**src/rtl/dm_store_buffer.sv**
```systemverilog
// Posted-write store buffer in front of the 4K data memory: queues stores, drains one per
// free cycle, arbitrates the memory port with loads and stalls loads that hit a pending word.
module dm_store_buffer #(
    parameter int unsigned Depth = 4
) (
    input  logic        clk_i,
    input  logic        rst_ni,
    input  logic        st_valid_i,
    output logic        st_ready_o,
    input  logic [11:0] st_addr_i,
    input  logic [31:0] st_data_i,
    input  logic        st_byte_i,
    input  logic        ld_req_i,
    input  logic [11:0] ld_addr_i,
    input  logic [1:0]  ld_byte_ext_i,
    output logic        ld_stall_o,
    output logic        empty_o,
    output logic [11:0] dm_addr_o,
    output logic [31:0] dm_din_o,
    output logic [1:0]  dm_byte_ext_o,
    output logic [1:0]  dm_w_en_o
);

    localparam int unsigned PtrW = $clog2(Depth);

    logic [11:0]     addr_q [Depth];
    logic [31:0]     data_q [Depth];
    logic            byte_q [Depth];
    logic [PtrW-1:0] head_q, head_d;
    logic [PtrW-1:0] tail_q, tail_d;
    logic [PtrW:0]   count_q, count_d;

    logic full;
    logic enq;
    logic drain;
    logic ld_hit;

    assign full       = (count_q == (PtrW+1)'(Depth));
    assign empty_o    = (count_q == '0);
    assign st_ready_o = !full;
    assign enq        = st_valid_i && !full;

    // An entry is live when its distance from the head (modulo Depth) is below the count.
    always_comb begin
        ld_hit = 1'b0;
        for (int i = 0; i < Depth; i++) begin
            if (({1'b0, PtrW'(i) - head_q} < count_q) &&
                (addr_q[i][11:2] == ld_addr_i[11:2])) begin
                ld_hit = ld_req_i;
            end
        end
    end

    always_comb begin
        drain         = 1'b0;
        ld_stall_o    = 1'b0;
        dm_addr_o     = ld_addr_i;
        dm_byte_ext_o = ld_byte_ext_i;
        dm_din_o      = '0;
        dm_w_en_o     = 2'b00;
        if (ld_req_i && !ld_hit && !full) begin
            drain = 1'b0;
        end else if (!empty_o) begin
            // A full buffer drains even under a non-hitting load so stores cannot starve.
            drain         = 1'b1;
            ld_stall_o    = ld_req_i;
            dm_addr_o     = addr_q[head_q];
            dm_din_o      = byte_q[head_q] ? {24'b0, data_q[head_q][7:0]} : data_q[head_q];
            dm_byte_ext_o = byte_q[head_q] ? 2'b10 : 2'b11;
            dm_w_en_o     = 2'b01;
        end
    end

    always_comb begin
        head_d  = drain ? head_q + PtrW'(1) : head_q;
        tail_d  = enq ? tail_q + PtrW'(1) : tail_q;
        count_d = count_q;
        unique case ({enq, drain})
            2'b10:   count_d = count_q + (PtrW+1)'(1);
            2'b01:   count_d = count_q - (PtrW+1)'(1);
            default: count_d = count_q;
        endcase
    end

    always_ff @(posedge clk_i or negedge rst_ni) begin
        if (!rst_ni) begin
            head_q  <= '0;
            tail_q  <= '0;
            count_q <= '0;
        end else begin
            head_q  <= head_d;
            tail_q  <= tail_d;
            count_q <= count_d;
        end
    end

    // Entry payload is not reset; only pointers and count define validity.
    always_ff @(posedge clk_i) begin
        if (enq) begin
            addr_q[tail_q] <= st_addr_i;
            data_q[tail_q] <= st_data_i;
            byte_q[tail_q] <= st_byte_i;
        end
    end

endmodule

```
**config.mk**
```make
export PLATFORM = sky130hd
export DESIGN_NAME = dm_store_buffer
export DESIGN_NICKNAME = d
export VERILOG_FILES = /design/src/rtl/dm_store_buffer.sv
export SDC_FILE = /design/constraint.sdc
export NUM_CORES = 1
export LEC_CHECK = 0
export ABC_AREA = 1
export CAP_MARGIN = 20
export CORE_ASPECT_RATIO = 0.75
export CORE_UTILIZATION = 40
export CTS_CLUSTER_SIZE = 28
export DETAILED_ROUTE_END_ITERATION = 10
export GPL_TIMING_DRIVEN = 0
export RECOVER_POWER = 100
export SETUP_SLACK_MARGIN = 0.02
export SYNTH_ARGS = -nofsm -noshare
export SYNTH_HDL_FRONTEND = slang
export SYNTH_SLANG_ARGS = --single-unit
```
**constraint.sdc**
```tcl
create_clock -name clk_i -period 4.28 [get_ports clk_i]
set_input_delay 0.428 -clock clk_i [delete_from_list [all_inputs] [get_ports clk_i]]
set_output_delay 0.428 -clock clk_i [all_outputs]
set_load 0.005 [all_outputs]
```
## Word-level counts from Yosys, hierarchy flattened

Memories as Yosys holds them, arrays and structs flattened.
Cells that the tools add are included.

- $add $sub $neg: 8
- $lt $le $gt $ge: 4
- Equality and inequality tests: 7
- Mux-type cells: 21
- Reductions and logical operators: 11

Operators by type and width:

| kind | count |
|---|---|
| 32-bit two-way mux | 3 |
| 10-bit equality test | 4 |
| 12-bit two-way mux | 2 |
| 1-bit two-way mux | 13 |
| 2-bit by 3-bit < comparator with 1-bit output | 4 |
| 1-bit logical AND | 7 |
| 3-bit one-hot mux with 2 select lines | 1 |
| 2-bit by 1-bit adder with 2-bit output (second input constant) | 2 |
| 2-bit two-way mux | 2 |
| 1-bit by 2-bit subtractor with 2-bit output (first input constant) | 2 |
| 2-bit subtractor (first input constant) | 2 |
| 3-bit by 1-bit adder with 3-bit output (second input constant) | 1 |
| 3-bit equality test (second input constant) | 1 |
| 3-bit logical NOT | 1 |
| 3-bit by 1-bit subtractor with 3-bit output (second input constant) | 1 |
| 2-bit by 1-bit equality test with 1-bit output (second input constant) | 1 |
| 2-bit equality test (second input constant) | 1 |
| 1-bit logical NOT | 2 |
| 2-bit nonzero test | 1 |

- Register bits: 7
- Memory bits (writable): 180
- Input port bits: 63
- Output and inout bits: 51
- Word-level logic and storage cells: 57
- Memories kept: 3

Memory list:

| name | words | bits a word | read ports | clocked after memory_dff | wr ports | RTL line | source |
|---|---|---|---|---|---|---|---|
| data_q | 4 | 32 | 1 | 0 | 1 | 27 | `logic [31:0] data_q [Depth];` |
| addr_q | 4 | 12 | 5 | 0 | 1 | 26 | `logic [11:0] addr_q [Depth];` |
| byte_q | 4 | 1 | 1 | 0 | 1 | 28 | `logic byte_q [Depth];` |

## Logic depth before layout (Yosys ltp)

Gate-level depths: netlist (run 1).

- Depth in word-level cells: 13
- Depth in mapped cells: 22
- Gate-level depth less buffers: 19

## Worst setup path after synthesis (run 1)

No wires, ideal clock.

- Path type: register -> register
- From: register head_q[1]
- To: register count_q[2]
- Setup time: 0.131 ns
- Arrival time: 3.080 ns
- Data required time: 4.149 ns
- Slack: 1.069 ns
- Cell stages (with the launch flop): 23
- Path buffers: 3
- Period minus slack after synthesis: 3.211 ns
- Cells stage by stage: dfrtp_1 -> buf_2 -> nand2_1 -> inv_2 -> buf_2 -> nor2_1 -> inv_1 -> ha_1 -> inv_1 -> nor2_1 -> a21oi_1 -> nand3_1 -> nor2_2 -> nor2_1 -> nand3_2 -> nand2_2 -> buf_2 -> inv_1 -> ha_1 -> fa_1 -> a21oi_1 -> o21ai_0 -> xor2_1

- Word-level cells in the longest chain between the ends: 13
- Elaborated cells between the ends (all ways): 24
- Those cells by class: add/sub: 4; order compare: 4; eq/ne: 2; mux: 6; reduce/logical: 8

RTL lines:

| element | RTL line | source |
|---|---|---|
| start: declaration | 29 | `logic [PtrW-1:0] head_q, head_d;` |
| start signal: assignment | 87 | `head_q <= '0;` |
| start signal: assignment | 91 | `head_q <= head_d;` |
| 1-bit by 2-bit subtractor with 2-bit output | 47 | `if (({1'b0, PtrW'(i) - head_q} < count_q) &&` |
| 2-bit by 3-bit < comparator with 1-bit output | 47 |  |
| 1-bit logical AND | 47 |  |
| 1-bit two-way mux (3 in series) | 47 |  |
| 1-bit two-way mux * | 47 |  |
| 1-bit logical NOT * | 61 | `if (ld_req_i && !ld_hit && !full) begin` |
| 1-bit logical AND * (2 in series) | 61 |  |
| 1-bit two-way mux * | 61 |  |
| named net drain | 35 | `logic drain;` |
| 2-bit by 1-bit equality test with 1-bit output or 2-bit equality test (tied branches) | 78 | `unique case ({enq, drain})` |
| 3-bit one-hot mux with 2 select lines or 2-bit nonzero test (tied branches) | -- |  |
| end signal: assignment | 93 | `count_q <= count_d;` |
| end: declaration | 31 | `logic [PtrW:0] count_q, count_d;` |

The timed path passes the listed nets; every way through them passes the cells marked *.
A chain may end at the register's enable or synchronous reset.

## Worst setup path after layout (run 1)

- From: register head_q[1]
- To: output port dm_din_o[11]

- Word-level cells in the longest chain between the ends: 11
- Elaborated cells between the ends (all ways): 24
- Those cells by class: add/sub: 4; order compare: 4; mux: 7; reduce/logical: 7; memory: 2

RTL lines:

| element | RTL line | source |
|---|---|---|
| 1-bit by 2-bit subtractor with 2-bit output | 47 |  |
| 2-bit by 3-bit < comparator with 1-bit output | 47 |  |
| 1-bit logical AND | 47 |  |
| 1-bit two-way mux (4 in series) | 47 |  |
| 1-bit logical NOT | 61 |  |
| 1-bit logical AND (2 in series) | 61 |  |
| 32-bit two-way mux * | 61 |  |
| end: declaration | 19 | `output logic [31:0] dm_din_o,` |

Mark *: on every way between the ends. The rest lies on a longest branch, timed or not.

==> flow_summary.json, run 1 <==
{
  "status": "finished with violations",
  "violations": "max-capacitance violations, max-slew violations",
  "overflow": 0,
  "ys_ff_latch": 187,
  "drtAntennaViolNets": 0,
  "yosys.area.top_type_share_pct": 63.0,
  "dr.pass1.iters": 5,
  "wire_per_inst_um": 18.5,
  "cp-end-kind": "output port",
  "clock-root-buffer": "clkbuf_16",
  "period_share_pct": 95.1,
  "ys.flop_type": "edfxtp_1",
  "finalHoldWorstSlack_ps": 326,
  "leakagePower_nw": 4.23,
  "ys_types": 38,
  "synth_edf_count": 180,
  "crit_chain": "buf_2 > nand2_1 > inv_4 > buf_6 > nor2_4 > inv_1 > ha_1 > inv_1 > nor2_1 > a21oi_2 > nand3_1 > nor2_2 > inv_2 > nand2_4 > nor2_8 > buf_6 > a21oi_2 > dlygate4sd3_1",
  "synth_area_leader_cell": "edfxtp_1",
  "start_kind": "flop",
  "rows": 46,
  "drive_gt1_share_pct": 10.7,
  "drv_slew": 80,
  "drc": 0,
  "grt_pass1_wl_um": 33900,
  "critPathArrivalTime_ps": 3640,
  "setup_ws_ps": 211,
  "cts_tree": "yes",
  "slowest_delay_ps": 600,
  "cts_setup_buffers": 0,
  "muxShareOfSynthArea_pct": 0,
  "cts_max_path_buffers": 2,
  "synth_xor_area_share_pct": 1.12,
  "holdCritPathClass": "input pin to async pin",
  "stdcell_area_mm2": 0.0107,
  "layoutNonFillerInstCount": 1213,
  "vias": 6215,
  "p_sw_mw": 2.66,
  "crit_buf_inv": 8,
  "synthSimpleGateAreaFrac_pct": 16.4,
  "maxSlewHeadroom_pct": -46.1,
  "cts_buffers": 17,
  "ys_warn_count": 0,
  "hold_viol": 0,
  "path_max_fanout": 10,
  "synth_nets": 850,
  "netlist_instances": 777,
  "period_minus_slack_ps": 4070,
  "synthTopCellsByArea": "edfxtp_1 63%, nand2_1 8.7%, a22oi_1 3.6%",
  "initial_core_util_pct": 40.7,
  "layout_common_cells": "200 x nand2_1, 180 x edfxtp_1, 79 x dlygate4sd3_1",
  "place.gp.congestion": 0.887,
  "postSynth.asyncResetShare_pct": 3.74,
  "die_area_mm2": 0.0221,
  "rsz0062_at_grt": "no",
  "final_common_cell": "nand2_1",
  "chipWidth_um": 171,
  "irDropWorstVdd_mv": 0.266,
  "clock-sinks": 187,
  "crit_path_top_delay_cell": "dlygate4sd3_1",
  "synth_top_family_by_area": "simple AND/OR/NAND/NOR gates",
  "pwr-share-comb_pct": 40.6,
  "die_y_um": 129,
  "clock_latency_ps": 440,
  "drt_iter0_drc": 540,
  "area_growth_pct": 24.8,
  "setup_violations": 0,
  "hpwlAfterDp_um": 15300,
  "swShare_pct": 37.9,
  "antenna_found_initial": 3,
  "skew_ps": 8.67,
  "h-tree-depth": 4,
  "seq_area_frac_synth_pct": 65.0,
  "pwr-share-clk_pct": 23.1,
  "placed_area_mm2": 0.0102,
  "cts_hold_buf": 0,
  "required_ps": 3850,
  "powerDensity_mw_per_mm2": 656,
  "pin_count": 114,
  "first_global_vias": 5971,
  "drt-vias-per-instance": 5.12,
  "post-place-ws_ps": 98.8,
  "post-route-util_pct": 50.8,
  "grt.total_usage_pct": 21.1,
  "synthAdderAreaFrac_pct": 1.55,
  "pwr-share-seq_pct": 36.2,
  "grt_max_degree": 30,
  "io_buffers": 110,
  "synth-compound-area-share_pct": 10.5,
  "max_cap_viol_count": 4,
  "critPathKind": "flop to output port",
  "syn_area_per_cell_um2": 11.0,
  "nets": 983,
  "p_int_mw": 4.37,
  "crit_family": "buffers and inverters",
  "fmax_mhz": 246,
  "tightest_slew_ps": 2180,
  "placedCellCount": 1179,
  "cts.clk_slew.worst_paths_ps": 70,
  "routed_wl_um": 22400,
  "syn_area_mm2": 0.00858,
  "coreArea_mm2": 0.0211
}
final timing paths:
check | slack [ps] | cells past startpoint | to | start
worst max-delay path | 210 | 18 | dm_din_o[11] | head_q[1]$_DFFE_PN0P_
worst min-delay path | 330 | 1 | tail_q[1]$_DFFE_PN0P_ | rst_ni
worst max register to register | 420 | 5 | data_q[2][15]$_DFFE_PP_ | count_q[0]$_DFFE_PN0P_
worst min register to register | 630 | 1 | count_q[0]$_DFFE_PN0P_ | count_q[0]$_DFFE_PN0P_
max in group asynchronous | 3700 | 1 | head_q[0]$_DFFE_PN0P_ | rst_ni
min in group clk_i | 630 | 1 | count_q[0]$_DFFE_PN0P_ | count_q[0]$_DFFE_PN0P_
final cells by class:
cell class,count,area (um2)
Fill cell,1926,10400
Buffer,35,199
Clock inverter,15,198
Timing Repair Buffer,114,1120
Clock buffer,17,425
Sequential cell,187,5580
Inverter,72,273
Antenna cell,2,5.00
Tap cell,288,360
Multi-Input combinational cell,483,2550
stage by stage:
| stage | TNS (ps) | total power, mW |
|---|---|---|
| 2_1_floorplan | 0 | 4.24 |
| 3_3_place_gp | -151270 | 5.48 |
| 3_5_place_dp | 0 | 5.54 |
| 4_1_cts | 0 | 7.18 |
| 5_1_grt | 0 | 7.45 |
| 6_report | 0 | 7.03 |
flip-flops by register name, summed over array words and instances, names as in the netlist:
| register | cells |
|---|---|
| data_q | 128 |
| addr_q | 48 |
| byte_q | 4 |
| count_q | 3 |
| head_q | 2 |
| tail_q | 2 |
cells by family after synthesis:
group                    Yosys count
AND/OR/NAND/NOR                  330
flip-flops                       187
other                              1
XOR/XNOR                          11
adder cells (fa/ha/maj)           10
AO/OA/AOI/OAI                    131
buffers and inverters            107
worst reg2reg max path, cell delays in order, from the launching register on:
cell and delay, ps:
dfrtp_1 490, nor2_1 120, nand2_1 160, nand2_1 220, nor2_1 1650, clkbuf_2 840
metal layers:
layer  share of wire (%)  vias up  global-route usage [%]  wire length (um)
met5               0.058        -                       0                13
met4                0.69        2                    4.52               155
met3                 5.9       17                    4.86              1320
met2                  46      184                    33.2             10300
met1                  47     3022                    29.9             10600
li1                    -     2990                       -                 -
cells in the mapped netlist, drive strengths merged, types with 6 or more instances:
master,count
clkbuf,11
edfxtp,180
a22o,8
o21ai,26
a21oi,31
o22ai,13
dfrtp,7
a221oi,8
nand3,63
ha,9
nor2,59
buf,24
a22oi,41
xor2,6
inv,71
nand2,203
timing repair:
| action | 4_1_cts | 5_1_grt |
|---|---|---|
| setup endpoints to repair | 48 | 44 |
| pin swaps | 0 | 1 |
| gates resized for setup | 4 | 5 |
power by group through the flow:
stage                     registers (mW)  logic, mW  clock network [mW]
after CTS                           2.54       2.99                1.65
after global routing                2.58       3.15                1.72
after detailed placement            2.58       2.96                   0
after global placement              2.61       2.87                   0
final                               2.55       2.86                1.63
after floorplan                     2.57       1.67                   0
No activity file was read; power rests on OpenSTA's default activity.
==> run 2: changes to the inputs <==
--- a/config.mk
+++ b/config.mk
@@ -7,7 +7,7 @@
 export LEC_CHECK = 0
 export ABC_AREA = 1
 export CAP_MARGIN = 20
-export CORE_ASPECT_RATIO = 0.75
+export CORE_ASPECT_RATIO = 1.2
 export CORE_UTILIZATION = 40
 export CTS_CLUSTER_SIZE = 28
 export DETAILED_ROUTE_END_ITERATION = 10
==> run 2 against run 1 <==
  * The flow still finishes with violations (max-capacitance violations, max-slew violations)
  * Via count decreased by 0.77%
  * Fmax increased by 1.9%
  * First-iteration DRC count decreased by 21%
  * Global-route usage increased by 0.22 points
  * Flip-flop and latch count unchanged
  * Sequential power about the same
  * Worst hold slack improved by 3.4 ps
  * Critical path type unchanged
  * Highest routed layer unchanged
==> flow_summary.json, run 2 (same netlist as run 1, synthesis figures left out) <==
{
  "drive_gt1_share_pct": 10.2,
  "io_buffers": 110,
  "routed_wl_um": 22500,
  "cts_max_path_buffers": 2,
  "die_area_mm2": 0.0220,
  "finalHoldWorstSlack_ps": 330,
  "path_max_fanout": 10,
  "powerDensity_mw_per_mm2": 654,
  "slowest_delay_ps": 600,
  "cts_tree": "yes",
  "cts.clk_slew.worst_paths_ps": 70,
  "period_minus_slack_ps": 3990,
  "crit_chain": "buf_2 > nand2_1 > inv_2 > buf_6 > nor2_2 > inv_1 > ha_1 > inv_1 > nor2_1 > a21oi_2 > nand3_1 > nor2_4 > inv_2 > nand2_4 > nor2_8 > buf_6 > a21oi_1 > dlygate4sd3_1",
  "hpwlAfterDp_um": 15700,
  "drtAntennaViolNets": 0,
  "wire_per_inst_um": 18.8,
  "crit_path_top_delay_cell": "dlygate4sd3_1",
  "grt_max_degree": 28,
  "chipWidth_um": 136,
  "critPathArrivalTime_ps": 3560,
  "cts_buffers": 17,
  "h-tree-depth": 4,
  "crit_family": "buffers and inverters",
  "worstReg2RegEnd": "addr_q[0][11]$_DFFE_PP_",
  "initial_core_util_pct": 40.9,
  "area_growth_pct": 24.2,
  "drt_iter0_drc": 429,
  "num_antenna_cells": 0,
  "leakagePower_nw": 4.20,
  "final_common_cell": "nand2_1",
  "coreArea_mm2": 0.0210,
  "layout_common_cells": "200 x nand2_1, 180 x edfxtp_1, 74 x dlygate4sd3_1",
  "startpoint": "head_q[1]$_DFFE_PN0P_",
  "skew_ps": 8.98,
  "hold_viol": 0,
  "maxSlewHeadroom_pct": -51.3,
  "irDropWorstVdd_mv": 0.374,
  "cts_setup_buffers": 0,
  "start_kind": "flop",
  "tightest_slew_ps": 2260,
  "timing.rr.start": "count_q[0]$_DFFE_PN0P_",
  "regMostFlops": "data_q",
  "r2r_slack_ps": 400,
  "drt-vias-per-instance": 5.16,
  "place.gp.congestion": 0.938,
  "pin_count": 114,
  "rsz0062_at_grt": "no",
  "nets": 985,
  "max_cap_viol_count": 2,
  "status": "finished with violations",
  "setup_violations": 0,
  "violations": "max-capacitance violations, max-slew violations",
  "rows": 58,
  "clock-root-buffer": "clkbuf_16",
  "die_y_um": 162,
  "largest_reg_flops": 128,
  "fmax_mhz": 251,
  "grt.total_usage_pct": 21.3,
  "vias": 6167,
  "cp-end-kind": "output port",
  "post-route-util_pct": 50.8,
  "p_total_mw": 6.97,
  "first_global_vias": 6173,
  "drv_slew": 44,
  "required_ps": 3850,
  "holdCritPathClass": "input pin to async pin",
  "clock-sinks": 187,
  "antenna_found_initial": 1,
  "r2r_cells": 5,
  "dr.pass1.iters": 5,
  "reg_top3": "data_q (128), addr_q (48), byte_q (4)",
  "overflow": 0,
  "fillers": 1910,
  "period_share_pct": 93.3,
  "clock_latency_ps": 440,
  "critPathKind": "flop to output port",
  "drc": 0,
  "crit_buf_inv": 8,
  "grt_pass1_wl_um": 34400
}
## run 2: per-layer routing
layer,up-vias,GRT usage [%],share of wire (%)
li1,2996,-,-
met1,2963,26.3,42
met2,180,37.9,52
met3,26,3.58,4.4
met4,2,6.38,1.5
met5,-,0,0.058
## run 2: cell type report
cell class	count	area, um2	area share [%]
Clock inverter	15	183	1.71
Inverter	72	270	2.54
Sequential cell	187	5580	52.4
Timing Repair Buffer	116	1130	10.6
Clock buffer	17	425	3.99
Tap cell	270	338	3.17
Buffer	35	199	1.87
Multi-Input combinational cell	483	2530	23.8
## run 2: power by group
part	total, mW	leakage [nW]	switching, mW	internal (mW)
Combinational	2.81	2.18	1.72	1.09
Clock	1.61	0.296	0.728	0.883
Sequential	2.55	1.73	0.119	2.43
Total	6.97	4.20	2.57	4.40
## run 2: worst max path at each step
stage / slack (ps) / cells after the start / to
final: 290 / 18 / dm_din_o[14]
after global routing: 20 / 19 / dm_w_en_o[0]
after CTS: 50 / 19 / dm_w_en_o[0]
after detailed placement: 220 / 18 / dm_w_en_o[0]
after global placement: -1070 / 3 / data_q[3][30]$_DFFE_PP_
after floorplan: 1070 / 22 / count_q[2]$_DFFE_PN0P_
## run 2: what timing repair did
item	CTS	global route
hold buffers	0	0
gates cloned	0	0
gates resized for setup	2	7
pin swaps	0	0
setup endpoints to repair	46	45
## run 2: through the flow
step	TNS, ps	cell area (um2)	setup slack (ps)	instances
floorplan	0	8580	1070	777
global placement	-166990	10000	-1070	1157
detailed placement	0	10200	217	1163
CTS	0	10800	47.2	1195
global route	0	10700	16.6	1195
finish	0	10700	288	1195
==> run 3: changes to the inputs <==
--- a/config.mk
+++ b/config.mk
@@ -12,6 +12,7 @@
 export CTS_CLUSTER_SIZE = 28
 export DETAILED_ROUTE_END_ITERATION = 10
 export GPL_TIMING_DRIVEN = 0
+export HOLD_SLACK_MARGIN = 0.06
 export RECOVER_POWER = 100
 export SETUP_SLACK_MARGIN = 0.02
 export SYNTH_ARGS = -nofsm -noshare
==> constraint.sdc (replaced) <==
create_clock -name clk_i -period 3.8 [get_ports clk_i]
set_input_delay 0.38 -clock clk_i [delete_from_list [all_inputs] [get_ports clk_i]]
set_output_delay 0.38 -clock clk_i [all_outputs]
set_load 0.005 [all_outputs]
==> run 3 against run 2 <==
  * The run still ends with max-capacitance violations, max-slew violations left
  * Die area did not move
  * Flip-flop and latch count unchanged
  * Via count is 0.84% higher
  * Critical path depth shrank 1
  * Worst hold slack worse by 46 ps
  * Critical endpoint is now dm_din_o[13]
  * Global-route usage is essentially flat
  * Wire length barely moved
  * Clock power grew 12%
==> flow_summary.json, run 3 (same netlist as run 1, synthesis figures left out) <==
{
  "status": "finished with violations",
  "violations": "max-capacitance violations, max-slew violations",
  "setup_violations": 0,
  "cts_max_path_buffers": 2,
  "cts.clk_slew.worst_paths_ps": 70,
  "grt.total_usage_pct": 21.3,
  "largest_reg_flops": 128,
  "p_int_mw": 5.10,
  "dr.pass1.iters": 5,
  "cp-end-kind": "output port",
  "pwr-share-clk_pct": 22.5,
  "regMostFlops": "data_q",
  "coreArea_mm2": 0.0210,
  "antenna_found_initial": 1,
  "max_cap_viol_count": 2,
  "first_global_vias": 6164,
  "clock_latency_ps": 430,
  "setup_ws_ps": 187,
  "chipWidth_um": 136,
  "fillers": 1892,
  "pin_count": 114,
  "swShare_pct": 36.7,
  "seqCellArea_mm2": 0.00558,
  "grt_pass1_wl_um": 34400,
  "clock-sinks": 187,
  "critPathArrivalTime_ps": 3230,
  "layoutNonFillerInstCount": 1198,
  "irDropWorstVdd_mv": 0.421,
  "multiInputGateArea_mm2": 0.00259,
  "nets": 988,
  "p_total_mw": 8.05,
  "initial_core_util_pct": 40.9,
  "rsz0062_at_grt": "no",
  "drc": 0,
  "cts_tree": "yes",
  "placed_area_mm2": 0.0102,
  "die_area_mm2": 0.0220,
  "fmax_mhz": 277,
  "critPathKind": "flop to output port",
  "drv_slew": 33,
  "pwr-share-comb_pct": 41.9,
  "die_y_um": 162,
  "tightest_slew_ps": 2150,
  "h-tree-depth": 4,
  "hold_viol": 0,
  "vias": 6219,
  "cts_hold_buf": 0,
  "period_share_pct": 95.1,
  "finalHoldWorstSlack_ps": 284,
  "post-route-util_pct": 51.8,
  "tns_ps": 0,
  "powerDensity_mw_per_mm2": 741,
  "grt_max_degree": 28,
  "wire_per_inst_um": 18.8,
  "place.gp.congestion": 0.938,
  "required_ps": 3420,
  "rows": 58,
  "period_minus_slack_ps": 3610,
  "hpwlAfterDp_um": 15700,
  "holdCritPathClass": "input pin to async pin",
  "post-place-ws_ps": -231,
  "stdcell_area_mm2": 0.0109,
  "drt_iter0_drc": 429,
  "pwr-share-seq_pct": 35.6,
  "path_max_fanout": 10,
  "routed_wl_um": 22500,
  "num_antenna_cells": 0,
  "overflow": 0,
  "layout_common_cells": "199 x nand2_1, 180 x edfxtp_1, 58 x nand3_1",
  "leakagePower_nw": 4.23,
  "p_sw_mw": 2.95,
  "drtAntennaViolNets": 0,
  "drive_gt1_share_pct": 11.7,
  "clock-root-buffer": "clkbuf_16",
  "final_common_cell": "nand2_1",
  "io_buffers": 110,
  "cts_buffers": 17,
  "start_kind": "flop",
  "drt-vias-per-instance": 5.19,
  "area_growth_pct": 26.6,
  "maxSlewHeadroom_pct": -44.0,
  "reg_top3": "data_q (128), addr_q (48), byte_q (4)",
  "placedCellCount": 1163,
  "skew_ps": 8.29
}
==> run 3: final timing paths <==
path / startpoint / to / slack, ps / depth (start not counted)
setup reg to reg: count_q[0]$_DFFE_PN0P_ / data_q[3][9]$_DFFE_PP_ / 460 / 5
max in group asynchronous: rst_ni / head_q[0]$_DFFE_PN0P_ / 3250 / 1
setup / recovery: head_q[1]$_DFFE_PN0P_ / dm_din_o[13] / 190 / 17
hold reg to reg: count_q[0]$_DFFE_PN0P_ / count_q[0]$_DFFE_PN0P_ / 600 / 1
hold / removal: rst_ni / tail_q[0]$_DFFE_PN0P_ / 280 / 1
min in group clk_i: count_q[0]$_DFFE_PN0P_ / count_q[0]$_DFFE_PN0P_ / 600 / 1
==> run 3: worst max-delay path, stage by stage, from the launching register on <==
cell,delay (ps)
dfrtp_1,390
buf_6,150
nor2_4,150
clkbuf_8,210
nor2_4,50
inv_1,50
ha_1,210
inv_1,60
nor2_1,40
a21oi_2,150
nand3_2,100
nor2_4,150
inv_2,50
nand2_4,90
nor2_8,60
buf_6,150
a21oi_2,180
clkdlybuf4s50_1,530
==> run 3: area by class of cell <==
class	count	share of cell area, %
sequential	187	51.4
multi-input combinational	483	23.8
timing repair buffer	120	11.5
clock buffer	17	3.92
tap	270	3.11
inverter	72	2.56
buffer	34	2.03
clock inverter	15	1.68
==> run 3: power groups by stage <==
stage                     sequential (mW)  clock (mW)  combinational, mW
after CTS                            2.86        1.83               3.45
after detailed placement             2.90           0               3.37
final                                2.86        1.81               3.37
after global placement               2.95           0               3.22
after floorplan                      2.89           0               1.88
after global routing                 2.90        1.91               3.73
==> run 3: metal layers <==
| layer | vias up | routed length, um | track usage [%] |
|---|---|---|---|
| li1 | 3000 | - | - |
| met1 | 2983 | 9320 | 26.1 |
| met2 | 206 | 11600 | 38.1 |
| met3 | 28 | 1130 | 3.58 |
| met4 | 2 | 373 | 6.38 |
| met5 | - | 13 | 0 |
==> run 3: what timing repair did <==
item,in CTS,in global routing
pin swaps,2,6
buffers inserted,0,4
setup endpoints to repair,50,45
resized for setup,15,13
